$ cat config.mk
export PLATFORM = sky130hd
export DESIGN_NAME = uart_packet_parser_flat
export DESIGN_NICKNAME = d
export VERILOG_FILES = /design/src/rtl/uart_packet_parser_if.sv /design/src/rtl/uart_packet_parser.sv /design/src/flat_wrapper.sv
export SDC_FILE = /design/constraint.sdc
export NUM_CORES = 1
export LEC_CHECK = 0
export BUFFER_PORTS_ARGS = -buffer_cell sky130_fd_sc_hd__buf_2
export CORE_MARGIN = 2
export CORE_UTILIZATION = 45
export CTS_CLUSTER_DIAMETER = 50
export DETAILED_ROUTE_END_ITERATION = 10
export GPL_ROUTABILITY_DRIVEN = 0
export PLACE_DENSITY_LB_ADDON = 0.3
export SLEW_MARGIN = 30
export SYNTH_ARGS = -nofsm -noshare
export SYNTH_HDL_FRONTEND = slang
export SYNTH_SLANG_ARGS = --single-unit
$ cat constraint.sdc
create_clock -name clk -period 3.1 [get_ports clk]
set_clock_uncertainty 0.2 [all_clocks]
set_input_delay 0.465 -clock clk [delete_from_list [all_inputs] [get_ports clk]]
set_output_delay 0.465 -clock clk [all_outputs]
set_load 0.03 [all_outputs]
$ cat src/rtl/uart_packet_parser_if.sv
// Bundle of the receive strobe, the payload stream, status pulses and the ACK handshake.
// The parser uses the slave modport; the environment drives through master.
interface uart_packet_parser_if #(
  parameter int MAX_LEN = 16
);
  localparam int IW = $clog2(MAX_LEN);

  logic [7:0]    rx_data;
  logic          rx_valid;
  logic [7:0]    out_cmd;
  logic [IW-1:0] out_idx;
  logic [7:0]    out_data;
  logic          out_valid;
  logic          out_ready;
  logic          out_last;
  logic          pkt_ok;
  logic          pkt_err;
  logic [1:0]    err_code;
  logic          overrun;
  logic          busy;
  logic [7:0]    ack_data;
  logic          ack_start;
  logic          ack_busy;

  modport slave (
    input  rx_data, rx_valid, out_ready, ack_busy,
    output out_cmd, out_idx, out_data, out_valid, out_last,
    output pkt_ok, pkt_err, err_code, overrun, busy, ack_data, ack_start
  );

  modport master (
    output rx_data, rx_valid, out_ready, ack_busy,
    input  out_cmd, out_idx, out_data, out_valid, out_last,
    input  pkt_ok, pkt_err, err_code, overrun, busy, ack_data, ack_start
  );
endinterface

$ cat src/rtl/uart_packet_parser.sv
// Framed packet parser (header, cmd, len, payload, XOR csum) that releases verified payloads as a stream.
// Define UART_PARSER_ACK_EN to generate an ACK (0x06) / NAK (0x15) byte request per packet result.
module uart_packet_parser #(
  parameter int         MAX_LEN        = 16,
  parameter logic [7:0] HEADER         = 8'hA5,
  parameter int         TIMEOUT_CYCLES = 65000
) (
  input logic                 clk,
  input logic                 rst_n,
  uart_packet_parser_if.slave bus
);
  localparam int IW = $clog2(MAX_LEN);
  localparam int LW = IW + 1;
  localparam int TW = $clog2(TIMEOUT_CYCLES);

  typedef enum logic [2:0] {
    S_IDLE, S_CMD, S_LEN, S_PAYLOAD, S_CSUM, S_EMIT
  } state_t;

  state_t        state_q, state_d;
  logic [7:0]    cmd_q, cmd_d;
  logic [7:0]    csum_q, csum_d;
  logic [LW-1:0] len_q, len_d;
  logic [LW-1:0] wr_idx_q, wr_idx_d;
  logic [IW-1:0] rd_idx_q, rd_idx_d;
  logic [TW-1:0] tmo_q, tmo_d;
  logic [1:0]    err_code_q, err_code_d;
  logic [1:0]    err_now;
  logic [7:0]    buf_mem [MAX_LEN];
  logic [7:0]    rd_data_q;

  logic receiving, tmo_hit, too_long, csum_match, last_beat, fire, buf_we;
  logic pkt_ok, pkt_err, emitting;

  assign receiving  = (state_q == S_CMD) || (state_q == S_LEN) ||
                      (state_q == S_PAYLOAD) || (state_q == S_CSUM);
  // A byte arriving on the terminal count takes priority over the timeout.
  assign tmo_hit    = receiving && !bus.rx_valid && (tmo_q == TW'(TIMEOUT_CYCLES - 1));
  assign too_long   = {1'b0, bus.rx_data} > 9'(MAX_LEN);
  assign csum_match = (bus.rx_data == csum_q);
  assign emitting   = (state_q == S_EMIT);
  assign last_beat  = (({1'b0, rd_idx_q} + LW'(1)) == len_q);
  assign fire       = emitting && bus.out_ready;

  always_ff @(posedge clk or negedge rst_n) begin
    if (!rst_n) begin
      state_q <= S_IDLE;
    end else begin
      state_q <= state_d;
    end
  end

  always_comb begin
    state_d = state_q;
    case (state_q)
      S_IDLE: begin
        if (bus.rx_valid && (bus.rx_data == HEADER)) state_d = S_CMD;
      end
      S_CMD: begin
        if (bus.rx_valid)  state_d = S_LEN;
        else if (tmo_hit)  state_d = S_IDLE;
      end
      S_LEN: begin
        if (bus.rx_valid) begin
          if (too_long)                 state_d = S_IDLE;
          else if (bus.rx_data == 8'h0) state_d = S_CSUM;
          else                          state_d = S_PAYLOAD;
        end else if (tmo_hit) begin
          state_d = S_IDLE;
        end
      end
      S_PAYLOAD: begin
        if (bus.rx_valid) begin
          if ((wr_idx_q + LW'(1)) == len_q) state_d = S_CSUM;
        end else if (tmo_hit) begin
          state_d = S_IDLE;
        end
      end
      S_CSUM: begin
        if (bus.rx_valid) begin
          if (csum_match && (len_q != '0)) state_d = S_EMIT;
          else                             state_d = S_IDLE;
        end else if (tmo_hit) begin
          state_d = S_IDLE;
        end
      end
      S_EMIT: begin
        if (fire && last_beat) state_d = S_IDLE;
      end
      default: state_d = S_IDLE;
    endcase
  end

  always_comb begin
    pkt_ok  = 1'b0;
    pkt_err = 1'b0;
    err_now = 2'd0;
    if (tmo_hit) begin
      pkt_err = 1'b1;
      err_now = 2'd3;
    end else if (bus.rx_valid && (state_q == S_LEN) && too_long) begin
      pkt_err = 1'b1;
      err_now = 2'd1;
    end else if (bus.rx_valid && (state_q == S_CSUM)) begin
      if (!csum_match) begin
        pkt_err = 1'b1;
        err_now = 2'd2;
      end else if (len_q == '0) begin
        pkt_ok = 1'b1;
      end
    end else if (fire && last_beat) begin
      pkt_ok = 1'b1;
    end
    bus.out_valid = emitting;
    bus.out_last  = emitting && last_beat;
    bus.out_cmd   = emitting ? cmd_q : 8'h0;
    bus.out_idx   = emitting ? rd_idx_q : '0;
    bus.out_data  = emitting ? rd_data_q : 8'h0;
    bus.overrun   = emitting && bus.rx_valid;
    bus.busy      = (state_q != S_IDLE);
    bus.pkt_ok    = pkt_ok;
    bus.pkt_err   = pkt_err;
    bus.err_code  = err_code_d;
  end

  always_comb begin
    cmd_d      = cmd_q;
    csum_d     = csum_q;
    len_d      = len_q;
    wr_idx_d   = wr_idx_q;
    rd_idx_d   = rd_idx_q;
    buf_we     = 1'b0;
    err_code_d = pkt_err ? err_now : err_code_q;
    case (state_q)
      S_CMD: begin
        if (bus.rx_valid) begin
          cmd_d  = bus.rx_data;
          csum_d = bus.rx_data;
        end
      end
      S_LEN: begin
        if (bus.rx_valid) begin
          csum_d   = csum_q ^ bus.rx_data;
          len_d    = LW'(bus.rx_data);
          wr_idx_d = '0;
        end
      end
      S_PAYLOAD: begin
        if (bus.rx_valid) begin
          buf_we   = 1'b1;
          csum_d   = csum_q ^ bus.rx_data;
          wr_idx_d = wr_idx_q + LW'(1);
        end
      end
      S_CSUM:  rd_idx_d = '0;
      S_EMIT:  if (fire) rd_idx_d = rd_idx_q + IW'(1);
      default: ;
    endcase
    tmo_d = (receiving && !bus.rx_valid && (state_d == state_q)) ? tmo_q + TW'(1) : '0;
  end

  always_ff @(posedge clk or negedge rst_n) begin
    if (!rst_n) begin
      cmd_q      <= 8'h0;
      csum_q     <= 8'h0;
      len_q      <= '0;
      wr_idx_q   <= '0;
      rd_idx_q   <= '0;
      tmo_q      <= '0;
      err_code_q <= 2'd0;
    end else begin
      cmd_q      <= cmd_d;
      csum_q     <= csum_d;
      len_q      <= len_d;
      wr_idx_q   <= wr_idx_d;
      rd_idx_q   <= rd_idx_d;
      tmo_q      <= tmo_d;
      err_code_q <= err_code_d;
    end
  end

  // Read address is the next rd_idx, so the registered data lines up with the current beat.
  always_ff @(posedge clk) begin
    if (buf_we) buf_mem[wr_idx_q[IW-1:0]] <= bus.rx_data;
    rd_data_q <= buf_mem[rd_idx_d];
  end

`ifdef UART_PARSER_ACK_EN
  logic       ack_pend_q, ack_pend_d, ack_start;
  logic [7:0] ack_data_q, ack_data_d;

  always_comb begin
    ack_start  = ack_pend_q && !bus.ack_busy;
    ack_pend_d = ack_pend_q && !ack_start;
    ack_data_d = ack_data_q;
    if (pkt_ok) begin
      ack_pend_d = 1'b1;
      ack_data_d = 8'h06;
    end else if (pkt_err) begin
      ack_pend_d = 1'b1;
      ack_data_d = 8'h15;
    end
  end

  always_ff @(posedge clk or negedge rst_n) begin
    if (!rst_n) begin
      ack_pend_q <= 1'b0;
      ack_data_q <= 8'h0;
    end else begin
      ack_pend_q <= ack_pend_d;
      ack_data_q <= ack_data_d;
    end
  end

  assign bus.ack_start = ack_start;
  assign bus.ack_data  = ack_data_q;
`else
  logic unused_ack_busy;
  assign unused_ack_busy = bus.ack_busy;
  assign bus.ack_start   = 1'b0;
  assign bus.ack_data    = 8'h0;
`endif
endmodule
$ cat src/flat_wrapper.sv
// flat-port wrapper written by rule: the top's interface ports become plain ports
module uart_packet_parser_flat 
#(
  parameter int         MAX_LEN        = 16,
  parameter logic [7:0] HEADER         = 8'hA5,
  parameter int         TIMEOUT_CYCLES = 65000
)
  (clk, rst_n, bus_rx_data, bus_rx_valid, bus_out_ready, bus_ack_busy, bus_out_cmd, bus_out_idx, bus_out_data, bus_out_valid, bus_out_last, bus_pkt_ok, bus_pkt_err, bus_err_code, bus_overrun, bus_busy, bus_ack_data, bus_ack_start);
  uart_packet_parser_if #(.MAX_LEN(MAX_LEN)) bus_i ();
  input logic clk;
  input logic rst_n;
  input wire logic [$bits(bus_i.rx_data)-1:0] bus_rx_data;
  input wire logic [$bits(bus_i.rx_valid)-1:0] bus_rx_valid;
  input wire logic [$bits(bus_i.out_ready)-1:0] bus_out_ready;
  input wire logic [$bits(bus_i.ack_busy)-1:0] bus_ack_busy;
  output wire logic [$bits(bus_i.out_cmd)-1:0] bus_out_cmd;
  output wire logic [$bits(bus_i.out_idx)-1:0] bus_out_idx;
  output wire logic [$bits(bus_i.out_data)-1:0] bus_out_data;
  output wire logic [$bits(bus_i.out_valid)-1:0] bus_out_valid;
  output wire logic [$bits(bus_i.out_last)-1:0] bus_out_last;
  output wire logic [$bits(bus_i.pkt_ok)-1:0] bus_pkt_ok;
  output wire logic [$bits(bus_i.pkt_err)-1:0] bus_pkt_err;
  output wire logic [$bits(bus_i.err_code)-1:0] bus_err_code;
  output wire logic [$bits(bus_i.overrun)-1:0] bus_overrun;
  output wire logic [$bits(bus_i.busy)-1:0] bus_busy;
  output wire logic [$bits(bus_i.ack_data)-1:0] bus_ack_data;
  output wire logic [$bits(bus_i.ack_start)-1:0] bus_ack_start;
  assign bus_i.rx_data = bus_rx_data;
  assign bus_i.rx_valid = bus_rx_valid;
  assign bus_i.out_ready = bus_out_ready;
  assign bus_i.ack_busy = bus_ack_busy;
  assign bus_out_cmd = bus_i.out_cmd;
  assign bus_out_idx = bus_i.out_idx;
  assign bus_out_data = bus_i.out_data;
  assign bus_out_valid = bus_i.out_valid;
  assign bus_out_last = bus_i.out_last;
  assign bus_pkt_ok = bus_i.pkt_ok;
  assign bus_pkt_err = bus_i.pkt_err;
  assign bus_err_code = bus_i.err_code;
  assign bus_overrun = bus_i.overrun;
  assign bus_busy = bus_i.busy;
  assign bus_ack_data = bus_i.ack_data;
  assign bus_ack_start = bus_i.ack_start;
  uart_packet_parser #(.MAX_LEN(MAX_LEN), .HEADER(HEADER), .TIMEOUT_CYCLES(TIMEOUT_CYCLES)) u_core (.clk(clk), .rst_n(rst_n), .bus(bus_i));
endmodule
==> flow_summary.toml <==
[power]
p_seq_frac = 0.509
total_power_mw = 5.82
power_frac_clock = 0.371
p_sw_mw = 1.53
power.leakage_nw = 3.61
internal-power_mw = 4.29
combinationalPowerShare = 0.120
power_density_nw_per_um2 = 606
p_sw_frac = 0.262
peakVddDrop_mv = 0.368

[die]
initial_core_util = 0.463
die_y_um = 140
die_area_um2 = 19700
core_area_um2 = 18100
fp.dieW_um = 140
core.rowCount = 49
ioPinCount = 50

[synthesis]
synth_cells = 655
ys_ff_latch = 187
synth_top_area_cell = "edfxtp_1"
synth_area_leaders = "edfxtp_1, dfrtp_1, mux2_2"
yosysWarningCount = 0
ys_seq_area_frac = 0.631
ys_types = 55
synthTopCellsByCount = "edfxtp_1, nand2_1, dfrtp_1, nor2_1, mux2i_1"
avgSynthCellArea_um2 = 12.8
synth_edf_count = 128
postSynth.asyncResetShare = 0.273
synth_most_common_cell = "edfxtp_1"
synth_area_um2 = 8370
yosysTopAreaCellShare = 0.459
yosys_most_used_dff = "edfxtp_1"

[final_layout]
drive_above_1_share = 0.215
antennaDiodeCount = 0
seq_area_um2 = 5280
multi_input_area_um2 = 2860
final_util = 0.530
fillers = 1510
syn_to_final_growth_pct = 14.6
final_area_um2 = 9590
layout.nets = 737

[detailed_routing]
drc = 0
drtAntennaViolNets = 0
via_count = 5346
drt_iter0_drc = 360
wl_um = 18500
dr.pass1.iters = 5
wl_per_cell_um = 19.3
via_per_inst = 5.57

[setup_path]
regToRegSetupSlack_ns = 0.31
reg2reg_depth = 10
timing.rr.end = "u_core.rd_data_q[7]$_DFF_P_"
critPathSlowestCell = "dfrtp_1"
critPathTopFamily = "simple AND/OR/NAND/NOR gates"
r2r_start = "u_core.state_q[1]$_DFF_PN0_"
path_buf_inv = 1
crit_arrival_ns = 2.30
worstPathMaxFanout = 4
crit_required_ns = 2.43
worst_path_largest_cell_delay_ns = 0.42
crit_path_end_kind = "output port"
startpoint_type = "flop"
path_cells = "ha_2 -> and2_1 -> nor2b_1 -> o31ai_1 -> o22ai_1 -> and3_1 -> a32oi_1 -> nor2_1 -> buf_2"
critPathKind = "reg -> out"

[sta]
worst_slew_pin_slew_ns = 0.673
period_share = 0.957
max_freq_mhz = 337
period_needed_ns = 2.97
finalHoldViolations = 0
setup_viol = 0
final_max_slew_viol_count = 0
relSlewSlack = 0.549

[status]
status = "finished clean"

[hold_path]
worstHoldPathCells = 3
hold_class = "in -> reg"
holdPathEnd = "u_core.csum_q[2]$_DFFE_PN0P_"
min_from = "bus_rx_data[2]"

[placement]
port_buffers = 39
dpl-instance-area_um2 = 8910
post-dp-hpwl_um = 12100

[clock_tree]
cts_root_buffer = "clkbuf_16"
numCtsBuffers = 17
ctsLongestPathBuffers = 2
cts_tree = "built"
clkTransAtPathRegs_ns = 0.07
clock_sinks = 187
htreeDepth = 4
clk_latency_ns = 0.43

[global_routing]
first_global_vias = 5244
grt_max_degree = 34
grtUsageTotal = 0.191
antenna_found_initial = 0
grt_pass1_wl_um = 28700
grt-ovfl-total = 0

[job]
cap_violations = 0
==> worst max path at each step <==
stage                                 startpoint              end  slack (ns)  depth (start not counted)
global route        u_core.rd_idx_q[0]$_DFF_PN0_       bus_pkt_ok      -0.007                          9
CTS                  u_core.state_q[2]$_DFF_PN0_  bus_err_code[1]       0.008                          6
detailed placement   u_core.state_q[1]$_DFF_PN0_  bus_err_code[1]        0.29                          6
finish              u_core.rd_idx_q[1]$_DFF_PN0_       bus_pkt_ok        0.13                          9
global placement     u_core.state_q[0]$_DFF_PN0_  bus_err_code[1]        0.34                          6
floorplan           u_core.rd_idx_q[0]$_DFF_PN0_       bus_pkt_ok        0.35                          8
==> registers in the layout, summed over array words and instances (netlist names) <==
| name | count |
|---|---|
| u_core.buf_mem | 128 |
| u_core.cmd_q | 8 |
| u_core.csum_q | 8 |
| u_core.err_code_q | 2 |
| u_core.len_q | 5 |
| u_core.rd_data_q | 8 |
| u_core.rd_idx_q | 4 |
| u_core.state_q | 3 |
| u_core.tmo_q | 16 |
| u_core.wr_idx_q | 5 |
==> cell type report <==
type	instances	area share
well taps	229	0.0299
repair buffers	78	0.0561
clock buffers	20	0.0500
inverters	7	0.00274
flip-flops and latches	187	0.551
multi-input cells	427	0.298
clock inverters	12	0.0121
==> timing repair <==
| item | in CTS | in global routing |
|---|---|---|
| setup buffers | 1 | 5 |
| gates resized for setup | 6 | 5 |
| hold endpoints to repair | 25 | 0 |
| pin swaps | 0 | 2 |
| setup endpoints to repair | 2 | 2 |
| hold buffers | 1 | 0 |
==> metrics by stage <==
step	TNS, ns	instances	hold slack [ns]	setup WS [ns]
floorplan	0	663	-0.0306	0.346
global placement	0	921	0.260	0.341
detailed placement	0	921	0.265	0.288
CTS	0	955	0.184	0.00836
global route	-0.00747	960	0.207	-0.00747
finish	0	960	0.186	0.134
==> worst register-to-register path: stages, from the launching register on <==
cell	delay, ns
dfrtp_2	0.45
buf_4	0.17
nor2b_4	0.13
nand3_2	0.15
o21a_4	0.25
inv_2	0.27
buf_12	0.26
mux2i_1	0.21
mux2_2	0.16
o22ai_1	0.10
a221o_1	0.33
==> cells by family after synthesis <==
kind of cell             share of synthesized area
multiplexers                                0.0786
adder cells (fa/ha/maj)                    0.00897
XOR/XNOR                                    0.0419
flip-flops                                   0.631
AO/OA/AOI/OAI                               0.0767
other                                     0.000448
buffers and inverters                       0.0338
AND/OR/NAND/NOR                              0.129
==> power by group through the flow <==
| stage | Combinational [mW] | Clock [mW] | Sequential (mW) |
|---|---|---|---|
| floorplan | 0.528 | 0 | 2.97 |
| global placement | 0.654 | 0 | 3.01 |
| detailed placement | 0.681 | 0 | 3.02 |
| CTS | 0.691 | 2.19 | 2.96 |
| global route | 0.768 | 2.28 | 2.98 |
| finish | 0.696 | 2.16 | 2.96 |
==> placed cells by master, fill, tap and decap left out, types with 11 or more instances in the layout <==
master	instances
edfxtp_1	128
nand2_1	73
dfrtp_1	48
nor2_1	42
buf_2	38
buf_4	35
mux2i_1	32
mux2_2	30
xor2_1	29
and3_1	25
o21ai_0	19
clkbuf_16	19
a31oi_1	17
a211oi_1	15
and2_1	14
nand3_1	13
xnor2_1	11
==> metal layers <==
layer,track usage,wire [um]
met5,0,0
met4,0.0776,470
met2,0.309,8860
met1,0.259,8120
met3,0.0315,1040
No activity file was read; power rests on OpenSTA's default activity.
